[config.mk]
export PLATFORM = sky130hd
export DESIGN_NAME = uart_io_tx
export DESIGN_NICKNAME = d
export VERILOG_FILES = /design/src/rtl/uart_io_tx.sv
export SDC_FILE = /design/constraint.sdc
export NUM_CORES = 1
export LEC_CHECK = 0
export ABC_AREA = 1
export BUFFER_PORTS_ARGS = -buffer_cell sky130_fd_sc_hd__buf_2
export CAP_MARGIN = 20
export CORE_UTILIZATION = 25
export DETAILED_ROUTE_END_ITERATION = 10
export PLACE_DENSITY = 0.47
export SLEW_MARGIN = 40
export SYNTH_ARGS = -nofsm -noshare
export SYNTH_HDL_FRONTEND = slang
export SYNTH_SLANG_ARGS = --single-unit
[constraint.sdc]
create_clock -name clock -period 2.31 [get_ports clock]
set_input_delay 0.462 -clock clock [delete_from_list [all_inputs] [get_ports clock]]
set_output_delay 0.462 -clock clock [all_outputs]
set_load 0.02 [all_outputs]
[src/rtl/uart_io_tx.sv]
// uart_io_tx: memory-mapped 8N1 UART transmitter with a small byte FIFO.
//
// Ports:
//   clock     system clock; every register updates on its rising edge
//   reset     synchronous active-high reset; aborts any frame and flushes the FIFO
//   io_wen    one-cycle write strobe from the CPU IO decode
//   io_wdata  byte to enqueue
//   ovf_clr   one-cycle strobe that clears the sticky overflow flag
//   tx        serial output, idle high
//   busy      high while a frame (START/DATA/STOP) is being shifted
//   full      FIFO holds 2^FIFO_AW bytes
//   empty     FIFO holds no bytes
//   count     current FIFO occupancy
//   overflow  sticky: a write was dropped because the FIFO was full
//   tx_done   one-cycle pulse after the last cycle of each stop bit
module uart_io_tx #(
  parameter int CLKS_PER_BIT = 2604,
  parameter int FIFO_AW      = 2
) (
  input  logic               clock,
  input  logic               reset,
  input  logic               io_wen,
  input  logic [7:0]         io_wdata,
  input  logic               ovf_clr,
  output logic               tx,
  output logic               busy,
  output logic               full,
  output logic               empty,
  output logic [FIFO_AW:0]   count,
  output logic               overflow,
  output logic               tx_done
);

  localparam int CW = (CLKS_PER_BIT > 1) ? $clog2(CLKS_PER_BIT) : 1;
  localparam logic [CW-1:0]      CNT_LAST = CW'(CLKS_PER_BIT - 1);
  localparam logic [CW-1:0]      CNT_ONE  = CW'(1'b1);
  localparam logic [FIFO_AW-1:0] PTR_ONE  = FIFO_AW'(1'b1);
  localparam logic [FIFO_AW:0]   OCC_ONE  = (FIFO_AW + 1)'(1'b1);
  localparam logic [FIFO_AW:0]   DEPTH    = {1'b1, {FIFO_AW{1'b0}}};

  typedef enum logic [1:0] {
    IDLE  = 2'd0,
    START = 2'd1,
    DATA  = 2'd2,
    STOP  = 2'd3
  } state_t;

  state_t             state_r;
  logic [7:0]         mem_r [0:(1 << FIFO_AW) - 1];
  logic [FIFO_AW-1:0] wr_ptr_r;
  logic [FIFO_AW-1:0] rd_ptr_r;
  logic [FIFO_AW:0]   count_r;
  logic               overflow_r;
  logic [CW-1:0]      baud_cnt_r;
  logic [2:0]         bit_idx_r;
  logic [7:0]         shift_r;
  logic               tx_r;
  logic               busy_r;
  logic               tx_done_r;

  logic full_s;
  logic empty_s;
  logic push_s;
  logic pop_s;
  logic drop_s;

  // FIFO flags and handshake terms, all from registered state.
  always_comb begin
    full_s  = (count_r == DEPTH);
    empty_s = (count_r == {(FIFO_AW + 1){1'b0}});
    push_s  = io_wen & ~full_s;
    // A write while full is dropped even if a pop frees a slot on the same edge.
    drop_s  = io_wen & full_s;
    pop_s   = (state_r == IDLE) & ~empty_s;
  end

  // FIFO storage; contents need no reset because the pointers define validity.
  always_ff @(posedge clock) begin
    if (push_s) begin
      mem_r[wr_ptr_r] <= io_wdata;
    end
  end

  // FIFO pointers, occupancy and the sticky overflow flag.
  always_ff @(posedge clock) begin
    if (reset) begin
      wr_ptr_r   <= {FIFO_AW{1'b0}};
      rd_ptr_r   <= {FIFO_AW{1'b0}};
      count_r    <= {(FIFO_AW + 1){1'b0}};
      overflow_r <= 1'b0;
    end else begin
      if (push_s) begin
        wr_ptr_r <= wr_ptr_r + PTR_ONE;
      end
      if (pop_s) begin
        rd_ptr_r <= rd_ptr_r + PTR_ONE;
      end
      case ({push_s, pop_s})
        2'b10:   count_r <= count_r + OCC_ONE;
        2'b01:   count_r <= count_r - OCC_ONE;
        default: count_r <= count_r;
      endcase
      // Setting wins over clearing when both happen on one edge.
      if (drop_s) begin
        overflow_r <= 1'b1;
      end else if (ovf_clr) begin
        overflow_r <= 1'b0;
      end
    end
  end

  // Transmit state machine with registered tx, busy and tx_done.
  always_ff @(posedge clock) begin
    if (reset) begin
      state_r    <= IDLE;
      baud_cnt_r <= {CW{1'b0}};
      bit_idx_r  <= 3'd0;
      shift_r    <= 8'h00;
      tx_r       <= 1'b1;
      busy_r     <= 1'b0;
      tx_done_r  <= 1'b0;
    end else begin
      tx_done_r <= 1'b0;
      case (state_r)
        IDLE: begin
          if (pop_s) begin
            shift_r    <= mem_r[rd_ptr_r];
            baud_cnt_r <= {CW{1'b0}};
            state_r    <= START;
            tx_r       <= 1'b0;
            busy_r     <= 1'b1;
          end else begin
            tx_r   <= 1'b1;
            busy_r <= 1'b0;
          end
        end
        START: begin
          if (baud_cnt_r == CNT_LAST) begin
            baud_cnt_r <= {CW{1'b0}};
            bit_idx_r  <= 3'd0;
            state_r    <= DATA;
            tx_r       <= shift_r[0];
          end else begin
            baud_cnt_r <= baud_cnt_r + CNT_ONE;
          end
        end
        DATA: begin
          if (baud_cnt_r == CNT_LAST) begin
            baud_cnt_r <= {CW{1'b0}};
            shift_r    <= {1'b0, shift_r[7:1]};
            if (bit_idx_r == 3'd7) begin
              state_r <= STOP;
              tx_r    <= 1'b1;
            end else begin
              bit_idx_r <= bit_idx_r + 3'd1;
              // Next bit is shift[1] because the shift lands on this same edge.
              tx_r      <= shift_r[1];
            end
          end else begin
            baud_cnt_r <= baud_cnt_r + CNT_ONE;
          end
        end
        STOP: begin
          if (baud_cnt_r == CNT_LAST) begin
            baud_cnt_r <= {CW{1'b0}};
            tx_done_r  <= 1'b1;
            busy_r     <= 1'b0;
            state_r    <= IDLE;
          end else begin
            baud_cnt_r <= baud_cnt_r + CNT_ONE;
          end
        end
        default: begin
          state_r    <= IDLE;
          baud_cnt_r <= {CW{1'b0}};
          tx_r       <= 1'b1;
          busy_r     <= 1'b0;
        end
      endcase
    end
  end

  assign tx       = tx_r;
  assign busy     = busy_r;
  assign full     = full_s;
  assign empty    = empty_s;
  assign count    = count_r;
  assign overflow = overflow_r;
  assign tx_done  = tx_done_r;

endmodule
* Word level (Yosys, flattened, before mapping)
Memories as Yosys holds them, arrays and structs flattened. A register that Yosys moved wholly into a read port is not among the register bits.
Index checks and enable logic that the tools add are counted.
** Storage, ports and cells
- Word-level logic and storage cells :: 85
- Register bits :: 36
- RAM bits :: 32
- Input port bits :: 12
- Memories kept :: 1
** Memory list
- mem_r :: depth 4, bits a word 8, rd ports 1, clocked after memory_dff 1, wr ports 1, RTL line 49 : logic [7:0] mem_r [0:(1 << FIFO_AW) - 1];
** Operators by class
- Bitwise logic cells :: 6
- Equality and inequality tests :: 14
- Multiplexer cells :: 32
- Reductions and logical operators :: 15
- $add $sub $neg :: 6
** Operators by type and width (number)
- 2-to-1 mux 12 bit :: 2
- case mux 12 bit (2 select lines) :: 1
- 2-to-1 mux 8 bit :: 2
- case mux 8 bit (2 select lines) :: 1
- 2-to-1 mux 2 bit :: 7
- adder 12 x 1 -> 12 bit (second input constant) :: 1
- equality test 12 bit (second input constant) :: 1
- != test 2 bit (second input constant) :: 6
- case mux 3 bit (2 select lines) :: 2
- 2-to-1 mux 1 bit :: 11
- nonzero test 2 bit :: 5
- 2-to-1 mux 3 bit :: 3
- case mux 2 bit (4 select lines) :: 1
- adder 3 x 1 -> 3 bit (second input constant) :: 2
- equality test 2 bit (second input constant) :: 3
- equality test 3 bit (second input constant) :: 2
- AND reduction 3 bit :: 2
- AND reduction 5 bit :: 1
- adder 2 x 1 -> 2 bit (second input constant) :: 2
- equality test 2 x 1 -> 1 bit (second input constant) :: 2
- AND reduction 4 bit :: 1
- bitwise AND 1 bit :: 3
- logical NOT 3 bit :: 1
- NOT 1 bit :: 3
- other kinds (8) :: 8

* Longest topological paths before layout
Gate-level depths: netlist (run 1).
- Depth after elaboration :: 5
- Mapped depth :: 11
- Mapped depth without buffers :: 11

* Least setup slack after synthesis (run 1)
Ideal clock, no wire load.
- Path type :: flip-flop to flip-flop
- Start :: reg count_r[2], in the netlist count[2]
- End :: reg count_r[2], in the netlist count[2]
- Path buffers :: 0
- Stages on the path, launching flop included :: 12
- Arrival time :: 1.935 ns
- Slack :: 0.253 ns
- Required time :: 2.188 ns
- Cell sequence :: dfxtp_1 -> inv_1 -> nand2_1 -> inv_1 -> nor2_2 -> ha_1 -> inv_1 -> fa_1 -> a21oi_1 -> o21ai_0 -> o21ai_0 -> a21oi_1
** On the way
- Word-level cells in the longest chain between the ends :: 5
- Elaborated cells on any way between the ends :: 12
- Those cells by class :: 2 x add/sub; 3 x eq/ne; 1 x mux; 4 x bitwise; 2 x reduce/logical
** RTL lines
- from (decl) :: RTL line 52 : logic [FIFO_AW:0] count_r;
- from (signal assigned) :: RTL line 89 : count_r <= {(FIFO_AW + 1){1'b0}};
- from (signal assigned) :: RTL line 99 : 2'b10: count_r <= count_r + OCC_ONE;
- from (signal assigned) :: RTL line 100 : 2'b01: count_r <= count_r - OCC_ONE;
- logical NOT 3 bit * :: RTL line 70 : empty_s = (count_r == {(FIFO_AW + 1){1'b0}});
- net empty :: RTL line 28 : output logic empty,
- NOT 1 bit * :: RTL line 74 : pop_s = (state_r == IDLE) & ~empty_s;
- bitwise AND 1 bit * :: RTL line 74
- net pop_s :: RTL line 64 : logic pop_s;
- equality test 2 x 1 -> 1 bit / equality test 2 bit (equally long branches) :: RTL line 98 : case ({push_s, pop_s})
- case mux 3 bit (2 select lines) / nonzero test 2 bit (equally long branches)
The timed path passes the listed nets; every way through them passes the cells marked *.
A chain may end at the register's enable or synchronous reset.

* Final worst setup path (run 1)
- Start :: reg state_r[0]
- End :: reg count_r[2], in the netlist count[2]
** On the way
- Word-level cells in the longest chain between the ends :: 4
- Elaborated cells on any way between the ends :: 6
- Those cells by class :: 2 x eq/ne; 1 x mux; 1 x bitwise; 2 x reduce/logical
** RTL lines
- from (decl) :: RTL line 48 : state_t state_r;
- from (signal assigned) :: RTL line 115 : state_r <= IDLE;
- from (signal assigned) :: RTL line 129 : state_r <= START;
- from (signal assigned) :: RTL line 141 : state_r <= DATA;
- logical NOT 2 bit * :: RTL line 74
- bitwise AND 1 bit * :: RTL line 74
- net pop_s :: RTL line 64
- equality test 2 x 1 -> 1 bit / equality test 2 bit (equally long branches) :: RTL line 98
- case mux 3 bit (2 select lines) / nonzero test 2 bit (equally long branches)
- to (signal assigned) :: RTL line 99
- to (signal assigned) :: RTL line 100
- to (signal assigned) :: RTL line 101 : default: count_r <= count_r;
Marked as above.

==> results of run 1 <==
-- routing by layer --
| metal | global-route usage | part of all wire | wire, um | vias to the layer above |
|---|---|---|---|---|
| met2 | 0.162 | 0.43 | 2860 | 33 |
| met5 | 0 | 0 | 0 | - |
| li1 | - | - | - | 1340 |
| met4 | 0.0582 | 0.022 | 143 | 0 |
| met1 | 0.141 | 0.52 | 3400 | 1113 |
| met3 | 0.0309 | 0.028 | 186 | 8 |
-- power groups by stage --
| stage | Sequential [W] | Combinational, W | Clock (W) |
|---|---|---|---|
| after global placement | 0.00165 | 0.00183 | 0 |
| after floorplan | 0.00167 | 0.00137 | 0 |
| after detailed placement | 0.00166 | 0.00184 | 0 |
| after CTS | 0.00163 | 0.00185 | 0.00153 |
| final | 0.00163 | 0.00182 | 0.00148 |
| after global routing | 0.00166 | 0.00209 | 0.00158 |
-- placed cells by master (no fill, tap or decap) --
cell type / instances
sky130_fd_sc_hd__edfxtp_1: 32
sky130_fd_sc_hd__nand3_1: 14
sky130_fd_sc_hd__nand3_2: 2
sky130_fd_sc_hd__nor2_2: 5
sky130_fd_sc_hd__clkinv_4: 2
sky130_fd_sc_hd__clkbuf_16: 9
sky130_fd_sc_hd__nor3_2: 3
sky130_fd_sc_hd__nand3_4: 1
sky130_fd_sc_hd__buf_4: 9
sky130_fd_sc_hd__nand3b_1: 3
sky130_fd_sc_hd__nand2_4: 1
sky130_fd_sc_hd__o21ai_0: 27
sky130_fd_sc_hd__xor2_1: 2
sky130_fd_sc_hd__dfxtp_1: 38
sky130_fd_sc_hd__nand2_2: 7
sky130_fd_sc_hd__inv_6: 1
sky130_fd_sc_hd__buf_2: 20
sky130_fd_sc_hd__o21ai_1: 12
sky130_fd_sc_hd__ha_1: 13
sky130_fd_sc_hd__clkinvlp_4: 1
sky130_fd_sc_hd__xnor2_1: 1
sky130_fd_sc_hd__a21oi_1: 15
sky130_fd_sc_hd__nor2_1: 77
sky130_fd_sc_hd__clkbuf_1: 1
sky130_fd_sc_hd__a31oi_1: 3
sky130_fd_sc_hd__inv_1: 40
sky130_fd_sc_hd__nand4_1: 4
sky130_fd_sc_hd__mux2i_1: 1
sky130_fd_sc_hd__inv_2: 9
sky130_fd_sc_hd__nor4_1: 1
sky130_fd_sc_hd__nand2_1: 74
sky130_fd_sc_hd__bufinv_16: 2
sky130_fd_sc_hd__fa_1: 1
-- final timing paths --
check                   start     endpoint  slack (ps)  cells past startpoint
setup / recovery   state_r[0]     count[2]         210                     11
hold reg to reg      overflow     overflow         470                      2
hold / removal    io_wdata[6]  mem_r[1][6]         350                      1
setup reg to reg   state_r[0]     count[2]         210                     11
-- layout make-up --
type | instances | area [um^2]
fillers | 1338 | 8810
flip-flops and latches | 70 | 1720
multi-input cells | 267 | 1350
clock buffers | 10 | 229
well taps | 172 | 215
inverters | 49 | 184
repair buffers | 29 | 168
clock inverters | 6 | 93.8
-- worst max-delay path, stage by stage (launching register included) --
cell and delay, ps:
sky130_fd_sc_hd__dfxtp_1 330, sky130_fd_sc_hd__inv_1 130, sky130_fd_sc_hd__ha_1 250, sky130_fd_sc_hd__inv_1 70
sky130_fd_sc_hd__nor2_2 120, sky130_fd_sc_hd__ha_1 160, sky130_fd_sc_hd__inv_1 70, sky130_fd_sc_hd__fa_1 380
sky130_fd_sc_hd__a21oi_1 140, sky130_fd_sc_hd__o21ai_0 110, sky130_fd_sc_hd__o21ai_0 160, sky130_fd_sc_hd__a21oi_1 50
-- metrics by stage --
stage               std cells  total power (W)  worst slack [ps]
floorplan                 396          0.00305               253
finish                    603          0.00492               215
detailed placement        587          0.00350               227
global route              603          0.00532              62.6
CTS                       603          0.00501               198
global placement          587          0.00348               312
-- logic make-up (layout without fill, tap and decap cells) --
logic type	count (synthesis)	after routing	synth area share
simple gates	192	192	0.254
fa+ha+maj	14	14	0.0550
mux	1	1	0.00301
xor+xnor	3	3	0.00791
buf+inv	59	94	0.0742
flops	70	70	0.518
compound gates	57	57	0.0870
-- state kept, by name (all words and copies together) (netlist names), named ones only --
register	cells
state_r	2
mem_r	32
tx_done	1
tx	1
overflow	1
busy	1
rd_ptr_r	2
wr_ptr_r	2
bit_idx_r	3
count	3
baud_cnt_r	12
shift_r	8
==> results.md, run 1 <==
* Post-synthesis sequential area ratio at 0.518
* Final antenna-violating net count at 0
* Worst EP required at 2530 ps
* Worst-skew pair later-pin latency at 330 ps
* Clock transition at path regs at 60 ps
* Most frequently used cell type in the post-synthesis netlist: sky130_fd_sc_hd__nor2_1
* TritonCTS clock tree: yes
* Net switching power at 0.00183 W
* Maximum number of pins on one net before global-route repair at 18
* Switching share of power at 0.371
* Number of clock sinks seen by CTS at 70
* Share of the cycle needed by the critical path after routing at 0.907
* Vias in the first global route at 2231
* WHS at 349 ps
* Post-synthesis instance total at 396
* Global-route wire length before repair at 10900 um
* GRT Residual Overflow at 0
* Overall routed net length at 6590 um
* Capturing element type of the critical path: register
* Setup fix buffers added after clock tree synthesis at 0
* Count of routing violations after the opening detailed-route iteration at 87
* Mapped cell area at 0.00332 mm^2
* Die Y at 117 um
* Final number of hold-violating endpoints at 0
* Avg Synthesized Cell Area at 8.39 um^2
* Cell taking the most area after synthesis: sky130_fd_sc_hd__edfxtp_1
* Unrepaired setup endpoints after global routing: no
* Max-cap violation count at 0
* Logic pwr share at 0.369
* Leakage power of the design at 1.63 nW
* Deepest level of the CTS H-tree at 3
* Max FO, Critical Path at 4
* Post-CTS Resized at 0
* Type of the tightest min-delay check: in2reg
* Syn-to-layout area delta at 19.4%
* Worst clock skew on the final layout at 9.18 ps
* Count of antenna diodes in the layout at 0
* Boundary pin count at 21
* Number of vias after detailed routing at 2494
* Max-slew violations at 0
* Final HPWL from detailed placement at 4660 um
* Shortest period the worst path allows at 2100 ps
* Number of storage elements in the synthesis netlist at 70
* Drt first pass iters at 4
* Die ar. at 0.0137 mm^2
* Async set or reset register ratio after synthesis at 0
* Cell Int Power at 0.00309 W
* Number of buffers added by the clock tree synthesis step at 9
* Leading post-synthesis cells by cell area: sky130_fd_sc_hd__edfxtp_1 (29%), sky130_fd_sc_hd__dfxtp_1 (23%), sky130_fd_sc_hd__nor2_1 (8.7%)
* Library cell used as clock root buffer: sky130_fd_sc_hd__clkbuf_16
* Most used flip-flop cell after synthesis: sky130_fd_sc_hd__dfxtp_1
* Utilization after layout at 0.310
* Layout Cell Area excl Fill at 0.00396 mm^2
* Share of the synthesized area in the top cell type at 0.289
* Transition time at the pin with the least slew margin at 463 ps
* Initial cell density of the core at 0.260
* Placer Congestion at 0.772
* Nets in the synthesized netlist at 422
* Number of port buffers at 20
* Ratio of routed vias to standard cells at 4.14
* Number of enable-type register cells in the synthesized netlist at 32
* Syn. warnings at 0
* Critical path type: reg2reg
* Setup-violating endpoint count in the final report at 0
* Fraction of power consumed by sequential logic at 0.331
* Worst supply voltage drop on vdd at 0.623 mV
* Core outline area at 0.0128 mm^2
* Top post-synthesis cells by count: sky130_fd_sc_hd__nor2_1 (77), sky130_fd_sc_hd__nand2_1 (74), sky130_fd_sc_hd__inv_1 (40)
* Initial antenna violation count at 0
* TNS Setup at 0 ps
* Status: finished clean
* Worst max-slew margin expressed relative to the limit at 0.691
* Global Route Usage Sum at 0.108
* Clk buf depth at 2
* Average routed wire per standard cell at 10.9 um
* PD cells at 1240 mW/mm^2
* Arrival time of data at the critical path endpoint at 2310 ps
* Post-detailed-placement cell area at 0.00364 mm^2
* Final net count at 452
* Clock Power Share at 0.300
* Peak Freq at 477 MHz
* Critical path startpoint category: register
* DIE WIDTH at 117 um
* Core Rows at 41
* Unique cell type count in the Yosys netlist at 30
* Share of final-layout standard cells stronger than drive strength 1 at 0.167
* Cts-stage hold buffer count at 0
* DRC errors left at 0
(Power assumes the default switching activity.)
==> inputs of run 2 (changes only) <==
--- a/config.mk
+++ b/config.mk
@@ -13,2 +13,3 @@
 export PLACE_DENSITY = 0.47
+export SKIP_LAST_GASP = 1
 export SLEW_MARGIN = 40
==> constraint.sdc (replaced) <==
create_clock -name clock -period 2.31 [get_ports clock]
set_input_delay 0.1155 -clock clock [delete_from_list [all_inputs] [get_ports clock]]
set_output_delay 0.1155 -clock clock [all_outputs]
set_load 0.02 [all_outputs]
==> run 2 against run 1 <==
Compared with the run above:
- largest cell class unchanged
- total power is 1.8% lower
- worst hold slack worse by 340 ps
- first-iteration DRC count is 16% lower
- largest power group unchanged
==> results.md, run 2 (synthesis results as in run 1) <==
* Capturing element type of the critical path: register
* Clock transition at path regs at 60 ps
* PD cells at 1210 mW/mm^2
* Worst max-slew margin expressed relative to the limit at 0.664
* DIE WIDTH at 117 um
* Initial antenna violation count at 0
* Core outline area at 0.0128 mm^2
* Setup slack on the worst flop-to-flop path at 260 ps
* Registers with the most flip-flops: mem_r: 32 flops, baud_cnt_r: 12 flops, shift_r: 8 flops
* Hold EP: mem_r[2][1]
* Register with the most flip-flops: mem_r
* Number of clock sinks seen by CTS at 70
* Core Rows at 41
* Setup fix buffers added after clock tree synthesis at 0
* Critical path, cell by cell: inv_1, ha_2, inv_1, nor2_2, ha_1, inv_1, fa_1, a21oi_1, o21ai_0, o21ai_0, a21oi_1
* Hold-critical path depth at 1
* DRC errors left at 0
* Clk buf depth at 2
* Critical path startpoint category: register
* Hold Path Origin: io_wdata[1]
* Initial cell density of the core at 0.260
* Die ar. at 0.0137 mm^2
* Final number of hold-violating endpoints at 0
* Count of routing violations after the opening detailed-route iteration at 73
* Final HPWL from detailed placement at 4780 um
* Leakage power of the design at 1.63 nW
* Shortest period the worst path allows at 2050 ps
* Number of vias after detailed routing at 2549
* Worst EP required at 2530 ps
* Depth of the worst register-to-register path at 11
* Reg-to-Reg End: count[2]
* Unrepaired setup endpoints after global routing: no
* Placer Congestion at 0.791
* Number of port buffers at 20
* Maximum number of pins on one net before global-route repair at 18
* Transition time at the pin with the least slew margin at 503 ps
* Worst supply voltage drop on vdd at 0.702 mV
* Setup-violating endpoint count in the final report at 0
* Filler cell count at 1347
* Largest stage delay on the critical path at 370 ps
* TritonCTS clock tree: yes
* Share of the cycle needed by the critical path after routing at 0.886
* Arrival time of data at the critical path endpoint at 2270 ps
* Die Y at 117 um
* Overall routed net length at 6950 um
* Worst-skew pair later-pin latency at 330 ps
* Critical path type: reg2reg
* GRT Residual Overflow at 0
* Deepest level of the CTS H-tree at 3
* Worst setup timing slack at the placement stage at 204 ps
* Max FO, Critical Path at 4
* Vias in the first global route at 2441
* Flip-flop and latch area at 0.00172 mm^2
* Count of antenna diodes in the layout at 0
* Reg-to-reg critical path startpoint: state_r[0]
* Max-slew violations at 0
* Drt first pass iters at 4
* Max-cap violation count at 0
* Boundary pin count at 21
* Leading cell type in the layout, fill and taps excluded: sky130_fd_sc_hd__nor2_1
* Multi-input gate area in the final layout at 0.00136 mm^2
* Peak Freq at 489 MHz
* Library cell used as clock root buffer: sky130_fd_sc_hd__clkbuf_16
* Share of final-layout standard cells stronger than drive strength 1 at 0.165
* Final antenna-violating net count at 0
* Worst clock skew on the final layout at 6.79 ps
* Global-route wire length before repair at 11800 um
* TNS Setup at 0 ps
* Highest-count cells in the layout ignoring fill and taps: sky130_fd_sc_hd__nor2_1 (77), sky130_fd_sc_hd__nand2_1 (74), sky130_fd_sc_hd__inv_1 (40)
* Slowest stage cell, crit path: sky130_fd_sc_hd__fa_1
* Number of buffers added by the clock tree synthesis step at 9
* Ratio of routed vias to standard cells at 4.19
* Type of the tightest min-delay check: in2reg
* Final net count at 457
* Average routed wire per standard cell at 11.4 um
* Syn-to-layout area delta at 20.0%
* Global Route Usage Sum at 0.115
* Setup WS post-layout at 264 ps
* Cell repeated most along the worst path: sky130_fd_sc_hd__inv_1
* Flip-flop count of the largest register, all copies and words added at 32
* Status: finished clean
==> run 2: changes by cell type in the layout (fill, tap and decap cells not counted) <==
cell,previous run,this run
sky130_fd_sc_hd__clkinv_2,0,1
sky130_fd_sc_hd__inv_6,1,0
sky130_fd_sc_hd__clkbuf_1,1,2
sky130_fd_sc_hd__ha_1,13,12
sky130_fd_sc_hd__dlygate4sd3_1,0,5
sky130_fd_sc_hd__bufinv_16,2,1
sky130_fd_sc_hd__ha_2,0,1
==> run 2: area by class of cell <==
| cell class | count | area share |
|---|---|---|
| Tap cell | 172 | 0.0540 |
| Inverter | 49 | 0.0461 |
| Timing Repair Buffer | 34 | 0.0546 |
| Clock inverter | 5 | 0.0151 |
| Sequential cell | 70 | 0.432 |
| Multi-Input combinational cell | 267 | 0.340 |
| Clock buffer | 11 | 0.0584 |
==> run 2: worst max path at each step <==
stage / startpoint / end / slack (ps) / cells after the start
floorplan: count[2] / count[2] / 250 / 11
CTS: state_r[0] / count[2] / 200 / 11
global route: state_r[0] / count[2] / 30 / 11
detailed placement: state_r[0] / count[2] / 200 / 11
global placement: state_r[0] / count[2] / 310 / 11
finish: state_r[0] / count[2] / 260 / 11
==> run 2: per-stage QoR <==
| stage | power (W) | instance area [um^2] | utilization | instances | hold WS (ps) |
|---|---|---|---|---|---|
| 2_1_floorplan | 0.00305 | 3320 | - | 396 | 185 |
| 3_3_place_gp | 0.00348 | 3640 | 0.285 | 587 | 334 |
| 3_5_place_dp | 0.00351 | 3640 | 0.285 | 587 | 340 |
| 4_1_cts | 0.00490 | 3980 | 0.312 | 608 | 0.448 |
| 5_1_grt | 0.00525 | 3990 | 0.312 | 608 | 7.59 |
| 6_report | 0.00483 | 3990 | 0.312 | 608 | 11.2 |
==> run 2: layer usage <==
metal	GRT usage	share of wire	up-vias
li1	-	-	1344
met1	0.152	0.51	1160
met2	0.175	0.44	34
met3	0.0191	0.020	11
met4	0.0734	0.027	0
met5	0	0	-
==> run 2: power breakdown <==
| group | switching [W] | total (W) | internal [W] |
|---|---|---|---|
| combinational | 0.00121 | 0.00184 | 0.000628 |
| clock | 0.000522 | 0.00136 | 0.000838 |
| sequential | 0.000107 | 0.00163 | 0.00152 |
==> run 2: what timing repair did <==
action	CTS	global route
endpoints found under the setup margin	0	1
gates resized for setup	0	1
hold endpoints to repair	20	0
hold buffers	5	0
==> run 2: critical path, delay by kind of cell, from the launching register on <==
family	cells	cell delay, ps
flops	1	330
simple gates	1	120
buf+inv	3	250
fa+ha+maj	3	780
compound gates	4	460
==> inputs of run 3 (changes only) <==
- CORE_MARGIN: default -> 4
- PLACE_DENSITY: 0.47 -> default
- PLACE_DENSITY_LB_ADDON: default -> 0.3
==> run 3 against run 2 <==
Compared with the run above:
- maximum frequency is 0.37% lower
- routed wire length decreased by 1.4%
- sequential share of layout area decreased by 0.15 points
- largest cell class unchanged
- non-clock buffer count shrank 1
- critical path type unchanged
- register-to-register slack barely moved
==> results.md, run 3 (synthesis results as in run 1) <==
* Status: finished clean
* Syn-to-layout area delta at 20.5%
* Register with the most flip-flops: mem_r
* Deepest level of the CTS H-tree at 3
* Cell repeated most along the worst path: sky130_fd_sc_hd__inv_1
* Clk buf depth at 2
* Depth of the worst register-to-register path at 11
* Global Route Usage Sum at 0.0964
* Core outline area at 0.0128 mm^2
* Post-CTS Resized at 0
* GRT Residual Overflow at 0
* Placer Congestion at 0.796
* Transition time at the pin with the least slew margin at 515 ps
* Worst clock skew on the final layout at 5.72 ps
* Final antenna-violating net count at 0
* Setup fix buffers added after clock tree synthesis at 0
* Arrival time of data at the critical path endpoint at 2280 ps
* Final HPWL from detailed placement at 4770 um
* TritonCTS clock tree: yes
* Flip-flop and latch area at 0.00172 mm^2
* Worst Path Buf+Inv at 3
* Worst max-slew margin expressed relative to the limit at 0.656
* Number of vias after detailed routing at 2573
* Reg-to-reg critical path startpoint: state_r[0]
* Reg-to-Reg End: count[2]
* Leading cell type in the layout, fill and taps excluded: sky130_fd_sc_hd__nor2_1
* Max FO, Critical Path at 4
* Layout Cell Area excl Fill at 0.00400 mm^2
* Unrepaired setup endpoints after global routing: no
* Library cell used as clock root buffer: sky130_fd_sc_hd__clkbuf_16
* Ratio of routed vias to standard cells at 4.24
* Share of the cycle needed by the critical path after routing at 0.889
* Type of the tightest min-delay check: in2reg
* Largest stage delay on the critical path at 370 ps
* Post-detailed-placement cell area at 0.00363 mm^2
* Registers with the most flip-flops: mem_r: 32 flops, baud_cnt_r: 12 flops, shift_r: 8 flops
* DRC errors left at 0
* Slowest stage cell, crit path: sky130_fd_sc_hd__fa_1
* Multi-input gate area in the final layout at 0.00135 mm^2
* Highest-count cells in the layout ignoring fill and taps: sky130_fd_sc_hd__nor2_1 (77), sky130_fd_sc_hd__nand2_1 (74), sky130_fd_sc_hd__inv_1 (40)
* DIE WIDTH at 123 um
* Clock transition at path regs at 60 ps
* Setup slack on the worst flop-to-flop path at 260 ps
* Number of buffers added by the clock tree synthesis step at 9
* Global-route wire length before repair at 11100 um
* Number of clock sinks seen by CTS at 70
* Count of routing violations after the opening detailed-route iteration at 189
* Share of final-layout standard cells stronger than drive strength 1 at 0.161
* Peak Freq at 487 MHz
* CP top delay family: adder cells
* Hold EP: mem_r[3][0]
* TNS Setup at 0 ps
* Hold-critical path depth at 1
* Drt first pass iters at 4
* Initial cell density of the core at 0.259
* Hold Path Origin: io_wdata[0]
* Boundary pin count at 21
* Final net count at 456
* Die Y at 123 um
* Average routed wire per standard cell at 11.3 um
* PD cells at 1220 mW/mm^2
* Number of port buffers at 20
* Filler cell count at 1357
* Overall routed net length at 6850 um
* Max-cap violation count at 0
* Capturing element type of the critical path: register
* Maximum number of pins on one net before global-route repair at 18
* Worst EP required at 2530 ps
* Initial antenna violation count at 0
* Worst-skew pair later-pin latency at 340 ps
* Vias in the first global route at 2337
* Setup-violating endpoint count in the final report at 0
* Critical path, cell by cell: inv_1, ha_1, inv_1, nor2_2, ha_1, inv_1, fa_1, a21oi_1, o21ai_0, o21ai_0, a21oi_1
* Die ar. at 0.0152 mm^2
* Flip-flop count of the largest register, all copies and words added at 32
* Worst supply voltage drop on vdd at 0.674 mV
* Critical path type: reg2reg
* Core Rows at 41
* Max-slew violations at 0
* Shortest period the worst path allows at 2050 ps
* Final number of hold-violating endpoints at 0
* Cts-stage hold buffer count at 5
* Critical path startpoint category: register
* Launching element of the worst setup path: state_r[0]
* Count of antenna diodes in the layout at 0
* Leakage power of the design at 1.63 nW
[run 3: stage by stage]
step | hold WS [ps] | total power [W] | utilization | std cells | setup slack [ps]
after floorplan | 185 | 0.00305 | - | 396 | 253
after global placement | 331 | 0.00344 | 0.283 | 586 | 296
after detailed placement | 338 | 0.00346 | 0.283 | 586 | 267
after CTS | 8.25 | 0.00495 | 0.312 | 607 | 250
after global routing | 4.32 | 0.00528 | 0.312 | 607 | 5.93
final | 21.0 | 0.00489 | 0.312 | 607 | 256
[run 3: final cells by class]
| cell class | count | share of cell area |
|---|---|---|
| Clock buffer | 11 | 0.0582 |
| Timing Repair Buffer | 33 | 0.0525 |
| Tap cell | 172 | 0.0538 |
| Sequential cell | 70 | 0.430 |
| Multi-Input combinational cell | 267 | 0.338 |
| Clock inverter | 5 | 0.0210 |
| Inverter | 49 | 0.0460 |
[run 3: worst max path at each step]
stage | to | slack, ps | cells past startpoint
after detailed placement | count[2] | 270 | 11
after global routing | count[2] | 6 | 11
final | count[2] | 260 | 11
after global placement | count[2] | 300 | 11
after CTS | count[2] | 250 | 11
after floorplan | count[2] | 250 | 11
[run 3: per-layer routing]
| metal | GRT usage | vias to the layer above | share of wire |
|---|---|---|---|
| li1 | - | 1343 | - |
| met1 | 0.121 | 1187 | 0.47 |
| met2 | 0.150 | 32 | 0.47 |
| met3 | 0.0261 | 11 | 0.029 |
| met4 | 0.0533 | 0 | 0.022 |
| met5 | 0 | - | 0 |
[run 3: where the power goes]
part           switching [W]  internal (W)  total (W)
clock               0.000509      0.000947    0.00146
sequential          0.000125       0.00152    0.00164
combinational        0.00118      0.000603    0.00179
